==> src/rtl/cell_pos_reader.sv <==
// cell_pos_reader: fetches a cell's particle count, then streams each particle position out over valid/ready
module cell_pos_reader #(
  parameter int DATA_WIDTH = 96,
  parameter int PARTICLE_NUM = 220,
  parameter int ADDR_WIDTH = 8,
  parameter int FIFO_DEPTH = 4
) (
  input  logic                  clk,
  input  logic                  rst,
  input  logic                  start,
  output logic                  busy,
  output logic                  done,
  output logic [ADDR_WIDTH-1:0] particle_count,
  output logic [ADDR_WIDTH-1:0] mem_address,
  output logic                  mem_rden,
  output logic                  mem_wren,
  output logic [DATA_WIDTH-1:0] mem_data,
  input  logic [DATA_WIDTH-1:0] mem_q,
  output logic                  out_valid,
  input  logic                  out_ready,
  output logic [DATA_WIDTH-1:0] out_pos,
  output logic [ADDR_WIDTH-1:0] out_index,
  output logic                  out_last
);
  localparam int PW = $clog2(FIFO_DEPTH);
  localparam int CW = $clog2(FIFO_DEPTH + 1);
  localparam int EW = DATA_WIDTH + ADDR_WIDTH + 1;
  localparam logic [ADDR_WIDTH-1:0] MAX_CNT = ADDR_WIDTH'(PARTICLE_NUM - 1);
  typedef enum logic [2:0] {IDLE, CNT_REQ, CNT_WAIT, STREAM, DRAIN, DONE} state_t;
  state_t state;
  logic wait_cnt, p_rd, v0, v1;
  logic [ADDR_WIDTH-1:0] next_addr, tag0, tag1;
  logic [EW-1:0] fifo [FIFO_DEPTH];
  logic [PW-1:0] rd_ptr, wr_ptr;
  logic [CW-1:0] fifo_count, fifo_count_next;
  logic [CW+1:0] occ;
  logic push, pop, cnt_ready, issue, to_done;
  logic [ADDR_WIDTH-1:0] q_cnt, cnt, na;
  assign mem_wren = 1'b0;
  assign mem_data = '0;
  assign out_valid = fifo_count != '0;
  assign {out_pos, out_index, out_last} = fifo[rd_ptr];
  always_comb begin
    push = v1;
    pop = out_valid && out_ready;
    fifo_count_next = fifo_count + CW'(push) - CW'(pop);
    cnt_ready = state == CNT_WAIT && wait_cnt;
    q_cnt = mem_q[ADDR_WIDTH-1:0] > MAX_CNT ? MAX_CNT : mem_q[ADDR_WIDTH-1:0];
    cnt = cnt_ready ? q_cnt : particle_count;
    na = cnt_ready ? ADDR_WIDTH'(1) : next_addr;
    occ = (CW+2)'(fifo_count_next) + (CW+2)'(p_rd) + (CW+2)'(v0);
    issue = (state == STREAM || (cnt_ready && q_cnt != '0)) && na <= cnt && occ < (CW+2)'(FIFO_DEPTH);
    to_done = (cnt_ready && q_cnt == '0) ||
              (state == DRAIN && !p_rd && !v0 && !v1 && fifo_count_next == '0);
  end
  always_ff @(posedge clk) begin
    if (rst) begin
      state <= IDLE;
      wait_cnt <= 1'b0;
      busy <= 1'b0;
      done <= 1'b0;
      mem_rden <= 1'b0;
      mem_address <= '0;
      particle_count <= '0;
      next_addr <= '0;
      p_rd <= 1'b0;
      v0 <= 1'b0;
      v1 <= 1'b0;
      tag0 <= '0;
      tag1 <= '0;
    end else begin
      mem_rden <= issue || (state == IDLE && start);
      p_rd <= issue;
      v0 <= p_rd;
      v1 <= v0;
      tag0 <= mem_address;
      tag1 <= tag0;
      done <= to_done;
      if (issue) begin
        mem_address <= na;
        next_addr <= na + 1'b1;
      end
      case (state)
        IDLE: if (start) begin
          state <= CNT_REQ;
          busy <= 1'b1;
          mem_address <= '0;
        end
        CNT_REQ: begin
          state <= CNT_WAIT;
          wait_cnt <= 1'b0;
        end
        CNT_WAIT: begin
          wait_cnt <= 1'b1;
          if (wait_cnt) begin
            particle_count <= q_cnt;
            state <= q_cnt == '0 ? DONE : (issue && na == cnt) ? DRAIN : STREAM;
          end
        end
        STREAM: if (issue && na == cnt) state <= DRAIN;
        DRAIN: if (to_done) state <= DONE;
        DONE: state <= IDLE;
        default: state <= IDLE;
      endcase
      if (to_done) busy <= 1'b0;
    end
  end
  always_ff @(posedge clk) begin
    if (rst) begin
      rd_ptr <= '0;
      wr_ptr <= '0;
      fifo_count <= '0;
      for (int i = 0; i < FIFO_DEPTH; i++) fifo[i] <= '0;
    end else begin
      if (push) begin
        assert (fifo_count != CW'(FIFO_DEPTH));
        fifo[wr_ptr] <= {mem_q, tag1, tag1 == particle_count};
        wr_ptr <= wr_ptr + 1'b1;
      end
      if (pop) rd_ptr <= rd_ptr + 1'b1;
      fifo_count <= fifo_count_next;
    end
  end
endmodule

==> config.mk <==
export PLATFORM = sky130hd
export DESIGN_NAME = cell_pos_reader
export DESIGN_NICKNAME = d
export VERILOG_FILES = /design/src/rtl/cell_pos_reader.sv
export SDC_FILE = /design/constraint.sdc
export NUM_CORES = 1
export LEC_CHECK = 0
export ABC_AREA = 1
export BUFFER_PORTS_ARGS = -buffer_cell sky130_fd_sc_hd__clkbuf_2
export CORE_UTILIZATION = 40
export CTS_CLUSTER_DIAMETER = 120
export CTS_CLUSTER_SIZE = 28
export DETAILED_ROUTE_END_ITERATION = 8
export PLACE_DENSITY = 0.62
export SLEW_MARGIN = 20
export SYNTH_ARGS = -nofsm -noshare
export SYNTH_HDL_FRONTEND = slang
export SYNTH_SLANG_ARGS = --single-unit
==> constraint.sdc <==
create_clock -name clk -period 15.07 [get_ports clk]
set_input_delay 1.507 -clock clk [delete_from_list [all_inputs] [get_ports clk]]
set_output_delay 1.507 -clock clk [all_outputs]
set_load 0.02 [all_outputs]
==> flow_summary_export.csv <==
group,metric,value,unit
power_and_ir_drop,power_leakage,9.29,nW
cts,clock_latency,0.58,ns
floorplanning,io_pins,322,
synthesis,yosys_warnings,0,
job,maxCapViolCount,0,
placed_design,place_hpwl,31300,microns
power_and_ir_drop,ir_drop,63.5,uV
layout,drive_gt1_frac,0.137,
drt,drt-pass1-iter-count,5,
power_and_ir_drop,powerDensity,134,nW/um^2
setup_path,slowest_delay,0.79,ns
layout,area_growth,8.91,%
timing,clock_skew,0.0322,ns
timing,hold_violations,0,
drt,routed_wl,53100,microns
synthesis,synth_area_per_cell,10.3,sq um
setup_path,reg2regPathDepth,7,
floorplanning,initial_core_util,0.409,
synthesis,syn-instance-count,2058,
synthesis,synth_top_area_share,0.595,
setup_path,critPathMostFrequentCell,"buf_4",
global_routing,antenna_found_initial,1,
cts,cts_sinks,479,
synthesis,ys_seq_area_frac,0.651,
timing,finalSetupViolations,0,
setup_path,arrival,3.74,ns
synthesis,synthTopCellsByArea,"edfxtp_1 60%, nor2_1 10%, dfxtp_1 5.6%",
cts,hold_buffers,0,
layout,final_nets,2301,
timing,fmaxAchievable,0.190,GHz
global_routing,grt_start_max_net_pins,132,
timing,slew_headroom,0.295,
synthesis,ys_types,38,
drt,final_antenna_net_count,0,
setup_path,crit_buf_inv,3,
drt,wl_per_cell,18.4,microns
drt,avgViaCountPerCell,5.13,
timing,slew_viol_final,0,
synthesis,synth_ff_type,"edfxtp_1",
floorplanning,fp.dieW,232,microns
synthesis,async_flop_share,0,
cts,post_cts_buffers,0,
hold_path,whs_path_depth,2,
cts,clk_path_buf_depth,3,
cts,cts_resized,0,
synthesis,synthesis.area,21200,sq um
cts,cts_tree,"yes",
timing,fin_crit_sh,0.348,
setup_path,crit_path_end_kind,"output port",
synthesis,ys_seq_elements,479,
drt,num_vias,14800,
setup_path,critPathRequiredTime,13.56,ns
hold_path,hp-class,"reg -> reg",
cts,clk_pin_slew_worst_paths,0.11,ns
status,status,"complete, no violations",
setup_path,path_cells,"buf_4, buf_4, o21ai_0, o22ai_1, clkbuf_2",
placed_design,gp_congestion,0.814,
drt,drt_iter0_markers,1356,
global_routing,grt_pass1_wl,80800,microns
timing,min_period,5.25,ns
layout,final_core_util,0.445,
setup_path,start_kind,"flip-flop",
synthesis,synth_top_area_cell,"edfxtp_1",
floorplanning,fp.dieArea,53900,sq um
setup_path,crit_fanout,84,
setup_path,critPathTopFamily,"buffers and inverters",
setup_path,cp.depth,5,
setup_path,slowest_stage,"buf_4",
setup_path,path_class,"reg -> out",
floorplanning,coreArea,51800,sq um
floorplanning,die_y,232,microns
placed_design,placedCellCount,2845,
cts,cts_buffers,21,
drt,drc_errors,0,
timing,worstMarginPinSlew,1.06,ns
placed_design,portBuffers,224,
floorplanning,rows,83,
global_routing,grt.overflow.total,0,
layout,layout_commonest_cell,"nor2_1",
cts,ctsHtreeMaxLevel,1,
cts,cts-root-buf,"clkbuf_16",
global_routing,grt_pass1_vias,14300,
layout,finalNonFillerCells,2884,
timing,tns,0,ns
synthesis,synth_edf_count,420,
global_routing,track_usage,0.193,
layout,mostFrequentLayoutCells,"592 x nor2_1, 420 x edfxtp_1, 227 x o21ai_0, 224 x clkbuf_2, 155 x inv_1",
layout,n_fill_cell,4955,
timing,rsz0062_at_grt,"false",
## Yosys cell counts (2+ instances only)
cell      count
inv_1       158
nand3_1      17
o22ai_1     107
buf_4        98
dfxtp_1      59
ha_1         12
a21oi_1      28
buf_2        15
edfxtp_1    420
nor2_2        4
nand3_2       2
clkbuf_1    108
nand2_1      60
xnor2_1       4
xor2_1        5
nor3_1       97
a211oi_2      6
inv_2         9
buf_1         6
o21ai_0     228
nor2_1      592
nand3_4       2
o21ai_1       6
## sequential cells by signal (all words and copies together) (netlist names), 3 cells and up, named ones only
name / count
tag0: 8
fifo: 420
mem_address: 8
fifo_count: 3
next_addr: 8
state: 3
tag1: 8
particle_count: 8
## kinds of logic after synthesis
logic type               Yosys count  synth area share
XOR/XNOR                           9           0.00372
buffers and inverters            396            0.0888
AND/OR/NAND/NOR                  780             0.149
AO/OA/AOI/OAI                    380            0.0989
other                              1          0.000177
adder cells (fa/ha/maj)           13           0.00803
flip-flops                       479             0.651
## report_power, final
part / switching (mW) / internal, mW / leakage (nW)
logic: 0.643 / 0.240 / 4.19
clock network: 0.411 / 0.273 / 0.292
registers: 0.0407 / 1.49 / 4.81
## metal layers
layer / wire length [microns] / GRT usage / vias to the layer above
met3: 2800 / 0.0196 / 52
li1: - / - / 7034
met5: 0 / 0 / -
met2: 26200 / 0.325 / 381
met1: 23000 / 0.264 / 7329
met4: 1090 / 0.0512 / 0
## final cells by class
type	count	area, sq um	share of cell area
Multi-Input combinational cell	1279	5920	0.256
Clock inverter	2	38.8	0.00168
Timing Repair Buffer	239	1230	0.0535
Inverter	168	644	0.0279
Antenna cell	1	2.50	0.000108
Clock buffer	36	582	0.0252
Sequential cell	479	13800	0.598
Tap cell	680	851	0.0369
## stage by stage
step	power, mW	instance area [sq um]	hold WS [ns]	setup slack (ns)
3_3_place_gp	2.45	22400	0.395	9.56
6_report	3.10	23100	0.409	9.82
2_1_floorplan	2.17	21500	0.388	6.52
3_5_place_dp	2.46	22400	0.394	9.57
5_1_grt	3.25	23100	0.425	9.52
4_1_cts	3.13	23100	0.409	9.78
## final timing paths
kind	start	endpoint	slack, ns
max	flip-flop	out_pos[56]	9.82
min	tag0[2]	tag1[2]	0.41
max reg2reg	push	fifo[0][54]	11.26
min reg2reg	tag0[2]	tag1[2]	0.41
## worst min-delay path: stages, from the launching register on
cell	delay, ns
dfxtp_1	0.31
inv_1	0.04
nor2_1	0.03
(Power assumes the default switching activity.)
